--- config.mk ---
export PLATFORM = sky130hd
export DESIGN_NAME = compunit_ne
export DESIGN_NICKNAME = d
export VERILOG_FILES = /design/src/rtl/compunit_ne.sv
export SDC_FILE = /design/constraint.sdc
export NUM_CORES = 1
export LEC_CHECK = 0
export CAP_MARGIN = 20
export CORE_ASPECT_RATIO = 0.75
export CORE_MARGIN = 2
export CORE_UTILIZATION = 31
export DETAILED_ROUTE_END_ITERATION = 6
export GPL_ROUTABILITY_DRIVEN = 0
export PLACE_DENSITY = 0.5
export SLEW_MARGIN = 5
export SYNTH_ARGS = -nofsm -noshare
export SYNTH_HDL_FRONTEND = slang
export SYNTH_SLANG_ARGS = --single-unit
--- constraint.sdc ---
create_clock -name clk -period 3.21 [get_ports clk]
set_input_delay 0.642 -clock clk [delete_from_list [all_inputs] [get_ports clk]]
set_output_delay 0.642 -clock clk [all_outputs]
set_load 0.01 [all_outputs]
--- src/rtl/compunit_ne.sv ---
// rtl/compunit_ne.sv - serial check-node row compressor producing {Min1, Min2, Pos, UpdatedSign}; optional offset min-sum via COMPUNIT_OFFSET_EN
module compunit_ne #(
    parameter int Wc        = 18,
    parameter int Wcbits    = 5,
    parameter int W         = 6,
    parameter int Wabs      = W - 1,
    parameter int ECOMPSIZE = 2 * (W - 1) + Wcbits + Wc
) (
    input  logic                 clk,
    input  logic                 rst,
    input  logic                 in_valid,
    output logic                 in_ready,
    input  logic [W-1:0]         in_msg,
    output logic                 out_valid,
    input  logic                 out_ready,
    output logic [ECOMPSIZE-1:0] Ecomp
);

    localparam logic [Wcbits-1:0] LAST    = Wcbits'(Wc - 1);
    localparam logic [Wabs-1:0]   MAG_MAX = {Wabs{1'b1}};

    logic [Wcbits-1:0]    cnt_q, cnt_d;
    logic [Wabs-1:0]      min1_q, min1_d;
    logic [Wabs-1:0]      min2_q, min2_d;
    logic [Wcbits-1:0]    pos_q, pos_d;
    logic [Wc-1:0]        raw_q, raw_d;
    logic                 parity_q, parity_d;
    logic [ECOMPSIZE-1:0] ecomp_q, ecomp_d;
    logic                 out_valid_q, out_valid_d;

    logic                 accept;
    logic                 last_msg;
    logic                 sign;
    logic [W-1:0]         neg;
    logic [Wabs-1:0]      mag;
    logic [Wabs-1:0]      min1_out;
    logic [Wabs-1:0]      min2_out;

`ifdef COMPUNIT_OFFSET_EN
    // Offset min-sum: subtract one from a magnitude, never going below zero
    function automatic logic [Wabs-1:0] offset_mag(input logic [Wabs-1:0] v);
        return (v == '0) ? '0 : v - 1'b1;
    endfunction
`endif

    // Saturated magnitude and sign of the incoming message; -2^(W-1) clips to MAG_MAX
    always_comb begin
        sign = in_msg[W-1];
        neg  = -in_msg;
        mag  = in_msg[Wabs-1:0];
        if (sign) begin
            mag = neg[W-1] ? MAG_MAX : neg[Wabs-1:0];
        end
    end

    assign last_msg  = (cnt_q == LAST);
    assign in_ready  = !(last_msg && out_valid_q && !out_ready);
    assign accept    = in_valid && in_ready;
    assign out_valid = out_valid_q;
    assign Ecomp     = ecomp_q;

    // Row accumulation: running minima, position of min1, raw signs and parity
    always_comb begin
        cnt_d    = cnt_q;
        min1_d   = min1_q;
        min2_d   = min2_q;
        pos_d    = pos_q;
        raw_d    = raw_q;
        parity_d = parity_q;
        if (accept) begin
            raw_d[cnt_q] = sign;
            cnt_d        = last_msg ? '0 : cnt_q + 1'b1;
            if (cnt_q == '0) begin
                min1_d   = mag;
                min2_d   = MAG_MAX;
                pos_d    = '0;
                parity_d = sign;
            end else begin
                parity_d = parity_q ^ sign;
                // Strict compares keep the earliest index on ties
                if (mag < min1_q) begin
                    min2_d = min1_q;
                    min1_d = mag;
                    pos_d  = cnt_q;
                end else if (mag < min2_q) begin
                    min2_d = mag;
                end
            end
        end
    end

    // Output register: loads the finished row, otherwise drains on handshake
    always_comb begin
`ifdef COMPUNIT_OFFSET_EN
        min1_out = offset_mag(min1_d);
        min2_out = offset_mag(min2_d);
`else
        min1_out = min1_d;
        min2_out = min2_d;
`endif
        ecomp_d     = ecomp_q;
        out_valid_d = out_valid_q;
        if (accept && last_msg) begin
            ecomp_d     = {min1_out, min2_out, pos_d, raw_d ^ {Wc{parity_d}}};
            out_valid_d = 1'b1;
        end else if (out_ready) begin
            out_valid_d = 1'b0;
        end
    end

    // State registers with asynchronous active-low reset
    always_ff @(posedge clk or negedge rst) begin
        if (!rst) begin
            cnt_q       <= '0;
            min1_q      <= '0;
            min2_q      <= '0;
            pos_q       <= '0;
            raw_q       <= '0;
            parity_q    <= 1'b0;
            ecomp_q     <= '0;
            out_valid_q <= 1'b0;
        end else begin
            cnt_q       <= cnt_d;
            min1_q      <= min1_d;
            min2_q      <= min2_d;
            pos_q       <= pos_d;
            raw_q       <= raw_d;
            parity_q    <= parity_d;
            ecomp_q     <= ecomp_d;
            out_valid_q <= out_valid_d;
        end
    end

endmodule

==> results_dict.tcl, run 1 <==
set metrics [dict create \
    status "complete, no violations" \
    ir_drop_mv 0.372 \
    synth_edf_count 0 \
    synth_cell_types 55 \
    cts_root_buf "clkbuf_16" \
    ys_seq_area_share_pct 47.0 \
    cts_num_sinks 72 \
    clock_path_buffers 2 \
    synth_cells 372 \
    slew_viol_final 0 \
    antenna_found_initial 0 \
    synth_most_common_cell "dfrtp_1" \
    final_cells 607 \
    synth_top_area_share_pct 47.0 \
    cts_tree "done" \
    grt_pass1_wl_um 15900 \
    die_area_um2 13300 \
    finalNetCount 459 \
    ys.flop_type "dfrtp_1" \
    syn_to_final_growth_pct 28.7 \
    path_class "input pin to flop" \
    synth_top_cell_by_area "dfrtp_1" \
    worstSetupStartpoint "in_msg[1]" \
    antenna_cells 0 \
    via_per_inst 4.91 \
    r2r_start "cnt_q[1]$_DFFE_PN0P_" \
    synthTopCellsByCount "dfrtp_1 (72), nand2_1 (48), o21ai_0 (28), xnor2_1 (18), inv_1 (17)" \
    tightest_slew_ps 591 \
    max-slew-margin-rel_pct 60.5 \
    hpwl_um 6880 \
    die_h_um 100 \
    synth_nets 395 \
    cellPowerDensity_nw_per_um2 971 \
    clock_latency_ps 340 \
    reg2reg_to "Ecomp[16]$_DFFE_PN0P_" \
    rsz0062_at_grt "no" \
    coreArea_um2 12200 \
    finalWirelength_um 9520 \
    cts_buffers 9 \
    drt_iter0_drc 249 \
    dpl_cell_area_um2 4600 \
    htree_levels 3 \
    fin_tns_setup_ps 0 \
    setup-violations-final 0 \
    cp-end-kind "flop" \
    rows 35 \
    worstPathRequired_ps 3440 \
    fin_worst_skew_ps 9.62 \
    cts.clk_slew.worst_paths_ps 60 \
    hold_path_class "input pin to async pin" \
    io-pin-count 45 \
    leakagePower_nw 2.07 \
    cp-start-kind "input pin" \
    synthArstFlopShare_pct 100 \
    overflow 0 \
    grt_start_max_net_pins 56 \
    avgSynthCellArea_um2 10.3 \
    worstPathArrival_ps 3230 \
    first_pass_iters 4 \
    hold_slack_ps 284 \
    drtAntennaViolNets 0 \
    cp_max_fo 5 \
    yosysWarnings 0 \
    drc 0 \
    dp.cells 590 \
    initial_utilization_pct 31.5 \
    stdcell_area_um2 4940 \
    fin_crit_sh_pct 93.3 \
    fin_crit_ps 2990 \
    maxCapViolations 0 \
    r2r_setup_slack_ps 800 \
    wl_per_cell_um 15.7 \
    ctsHoldBuffers 0 \
    io_buffers 44 \
    grt_pass1_vias 2940 \
    ff2ff_path_depth 9 \
    synth_area_um2 3840 \
    finalHoldViolations 0 \
    die_x_um 132 \
    grt.total_usage_pct 15.2 \
    synth-seq-cells 72 \
    num_vias 2983 \
    drive_above_1_share_pct 18.6 \
    fmax_mhz 334 \
    ys_top_cells_by_area "dfrtp_1 (47%), nand2_1 (4.7%), ha_1 (4.2%)" \
]
-- state kept, by name, indices dropped and copies added (netlist names) --
register,cells
parity_q,1
out_valid,1
cnt_q,5
Ecomp,33
pos_q,5
raw_q,17
min2_q,5
min1_q,5
-- logic make-up (layout without fill, tap and decap cells) --
family                   after synthesis  count (layout)  synth area share (%)
XOR/XNOR                              19              19                  4.34
AO/OA/AOI/OAI                        109             109                  21.0
adder cells (fa/ha/maj)               13              13                  4.24
AND/OR/NAND/NOR                      106             106                  14.6
flip-flops                            72              72                  47.0
buffers and inverters                 41             110                  5.51
multiplexers                          12              12                  3.39
-- repair_timing --
action | in CTS | in global routing
endpoints found under the setup margin | 0 | 26
resized for setup | 0 | 11
buffers inserted | 0 | 1
-- power by group --
group          switching (W)  internal, W  leakage, nW
Clock               0.000401     0.000608        0.139
Sequential          0.000306      0.00131        0.912
Combinational        0.00109      0.00108         1.02
Total                0.00180      0.00299         2.07
-- how the worst max path moves through the flow --
stage                                  endpoint  slack (ps)  cells after the start
after detailed placement     pos_q[3]$_DFF_PN0_        -300                     12
after global routing      Ecomp[25]$_DFFE_PN0P_          20                     12
after floorplan             min1_q[1]$_DFF_PN0_         460                     10
final                     Ecomp[25]$_DFFE_PN0P_         220                     12
after global placement    Ecomp[25]$_DFFE_PN0P_        -250                     12
after CTS                 Ecomp[25]$_DFFE_PN0P_          50                     12
-- stage by stage --
step	power (W)	worst slack, ps	util, %
after floorplan	0.00293	461	-
after global placement	0.00372	-247	37.8
after detailed placement	0.00375	-302	37.8
after CTS	0.00480	46.1	40.3
after global routing	0.00516	23.3	40.6
final	0.00480	215	40.6
-- layout make-up --
type | count | area, um2
timing repair buffer | 77 | 712
multi-input combinational | 259 | 1850
tap | 166 | 208
inverter | 17 | 63.8
fill | 1222 | 7240
sequential | 72 | 1800
clock inverter | 7 | 78.8
clock buffer | 9 | 225
-- cells in the final DEF (no fill, tap or decap), drive strengths merged, types with 3 or more instances in the layout --
cell / synthesis / layout
o211ai: 5 / 5
nor2: 11 / 11
nand2: 48 / 48
o21ai: 45 / 45
mux2i: 4 / 4
a211oi: 3 / 3
clkdlybuf4s50: 0 / 43
a32o: 5 / 5
xnor2: 18 / 18
a21oi: 12 / 12
nor3: 6 / 6
nor3b: 3 / 3
clkbuf: 7 / 9
o31ai: 15 / 15
dfrtp: 72 / 72
or3: 3 / 3
buf: 17 / 34
inv: 17 / 19
ha: 13 / 13
clkinvlp: 0 / 3
nand4: 7 / 7
o32ai: 3 / 3
nand3: 14 / 14
mux2: 8 / 8
o2111ai: 6 / 6
-- layer usage --
layer  GRT usage (%)  vias up  part of all wire [%]
met5               0        -                     0
met4            3.80        0                  0.81
met3            4.04        7                   5.4
met2            20.5       64                    40
met1            23.5     1436                    54
li1                -     1476                     -
-- critical path: stages --
cell and delay (ps):
clkdlybuf4s50_1 500, inv_1 70, ha_1 190, nor3b_1 140, or3_1 320, nand3_2 120, ha_1 260, a21oi_1 210
o21ai_2 110, a21o_2 250, mux2i_1 170, a211oi_1 250
(Power assumes the default switching activity.)
==> inputs of run 2 (changes only) <==
Settings changed: SKIP_LAST_GASP set to 1.
==> results of run 2 <==
Final layout, timing and power as in run 1 (identical DEF).
==> inputs of run 3 (changes only) <==
Settings changed: TNS_END_PERCENT set to 5.
==> run 3 against run 2 <==
Against the previous run:
- sequential share of layout area barely moved
- final cell count did not move
- maximum frequency fell by 1.9%
- largest power group unchanged
==> results_dict.tcl, run 3 (synthesis results as in run 1) <==
set metrics [dict create \
    share_seq_of_total_power_pct 33.7 \
    cellPowerDensity_nw_per_um2 971 \
    grt_start_max_net_pins 56 \
    p_total_w 0.00479 \
    cts_root_buf "clkbuf_16" \
    final_common_cell "dfrtp_1" \
    maxCapViolations 0 \
    clkPwrFrac_pct 21.1 \
    ir_drop_mv 0.372 \
    rows 35 \
    path_cells "clkdlybuf4s50_1, inv_1, ha_1, buf_4, o21ai_0, nand3_2, ha_1, a21o_1, a21oi_2, o21a_1, o21ai_1, a32o_1" \
    io-pin-count 45 \
    final_cell_mix "dfrtp_1 (72), nand2_1 (48), clkdlybuf4s50_1 (43)" \
    status "complete, no violations" \
    cp-start-kind "input pin" \
    tightest_slew_ps 591 \
    clock_path_buffers 2 \
    cp_max_fo 6 \
    finalHoldViolations 0 \
    clock_latency_ps 340 \
    antenna_found_initial 0 \
    die_area_um2 13300 \
    worstPathRequired_ps 3430 \
    coreArea_um2 12200 \
    critPathMaxStageDelay_ps 500 \
    stdcell_area_um2 4930 \
    fin_worst_skew_ps 10.0 \
    final_core_util_pct 40.5 \
    io_buffers 44 \
    grt_pass1_vias 2940 \
    htree_levels 3 \
    finalNetCount 459 \
    leakagePower_nw 2.06 \
    fin_crit_ps 3050 \
    cts_num_sinks 72 \
    via_per_inst 4.94 \
    die_x_um 132 \
    rsz0062_at_grt "yes" \
    p_int_w 0.00299 \
    drtAntennaViolNets 0 \
    power_frac_comb_pct 45.2 \
    hold_path_class "input pin to async pin" \
    slowest_stage "clkdlybuf4s50_1" \
    critPathTopFamily "compound AO/OA/AOI/OAI gates" \
    crit_buf_inv 3 \
    drc 0 \
    fmax_mhz 327 \
    dpl_cell_area_um2 4600 \
    die_h_um 100 \
    netSwitchingPower_w 0.00180 \
    wl_per_cell_um 15.7 \
    cts.clk_slew.worst_paths_ps 60 \
    fin_crit_sh_pct 95.1 \
    max-slew-margin-rel_pct 60.5 \
    antenna_cells 0 \
    syn_to_final_growth_pct 28.6 \
    cp-end-kind "flop" \
    setup-violations-final 0 \
    worstPathArrival_ps 3270 \
    cts_buffers 9 \
    path_common_cell "ha_1" \
    path_class "input pin to flop" \
    drt_iter0_drc 288 \
    drive_above_1_share_pct 18.1 \
    finalWirelength_um 9510 \
    largest_register_ff_count 33 \
    sw_frac_of_total_pct 37.6 \
    initial_utilization_pct 31.5 \
    num_vias 2998 \
    hpwl_um 6880 \
    grt.total_usage_pct 15.2 \
    overflow 0 \
    first_pass_iters 4 \
    cts_tree "done" \
    grt_pass1_wl_um 15900 \
    slew_viol_final 0 \
]
==> run 3: cell types whose count changed in the layout (fill, tap and decap cells not counted) <==
cell     before  now
o21ai_0      24   27
o21a_2        1    0
o21ai_1      18   16
o21a_1        1    2
o21ai_2       3    2
==> run 3: power by group through the flow <==
stage,logic [W],clock network (W),registers (W)
final,0.00217,0.00101,0.00161
after detailed placement,0.00213,0,0.00162
after floorplan,0.00133,0,0.00160
after CTS,0.00214,0.00104,0.00161
after global placement,0.00210,0,0.00162
after global routing,0.00240,0.00108,0.00167
==> run 3: metrics by stage <==
step | hold slack (ps) | setup TNS (ps) | worst slack [ps] | instances
6_report | 284 | 0 | 156 | 607
3_3_place_gp | 468 | -4260 | -247 | 590
3_5_place_dp | 475 | -6640 | -302 | 590
2_1_floorplan | 346 | 0 | 461 | 372
5_1_grt | 330 | -518 | -70.7 | 607
4_1_cts | 301 | 0 | 46.1 | 606
==> run 3: worst paths after layout <==
path | startpoint | endpoint | slack (ps) | cells past startpoint
worst max-delay path | in_msg[1] | pos_q[3]$_DFF_PN0_ | 160 | 12
max in group asynchronous | rst | min1_q[3]$_DFF_PN0_ | 2250 | 2
min in group clk | Ecomp[22]$_DFFE_PN0P_ | Ecomp[22]$_DFFE_PN0P_ | 480 | 2
worst min-delay path | rst | raw_q[12]$_DFF_PN0_ | 280 | 1
worst max register to register | cnt_q[1]$_DFFE_PN0P_ | Ecomp[16]$_DFFE_PN0P_ | 800 | 9
worst min register to register | Ecomp[22]$_DFFE_PN0P_ | Ecomp[22]$_DFFE_PN0P_ | 480 | 2
==> run 3: routing by layer <==
| layer | track usage (%) | up-vias | wire (um) |
|---|---|---|---|
| li1 | - | 1478 | - |
| met1 | 23.5 | 1452 | 5210 |
| met2 | 20.5 | 61 | 3780 |
| met3 | 4.04 | 7 | 441 |
| met4 | 3.80 | 0 | 77 |
| met5 | 0 | - | 0 |
==> run 3: area by class of cell <==
| cell class | instances | area [um2] |
|---|---|---|
| fill | 1223 | 7240 |
| multi-input combinational | 259 | 1840 |
| sequential | 72 | 1800 |
| timing repair buffer | 77 | 712 |
| clock buffer | 9 | 225 |
| tap | 166 | 208 |
| clock inverter | 7 | 78.8 |
| inverter | 17 | 63.8 |
==> run 3: worst register-to-register path, delay by kind of cell (launching register included) <==
kind	cells	cell delay [ps]
compound gates	1	80
xor+xnor	1	190
fa+ha+maj	1	260
buf+inv	3	680
flops	1	430
mux	1	350
simple gates	2	300
==> run 3: what timing repair did <==
action	CTS	global route
buffers inserted	0	1
hold buffers	0	0
endpoints found under the setup margin	0	26
endpoints found under the hold margin	0	0
resized for setup	0	6
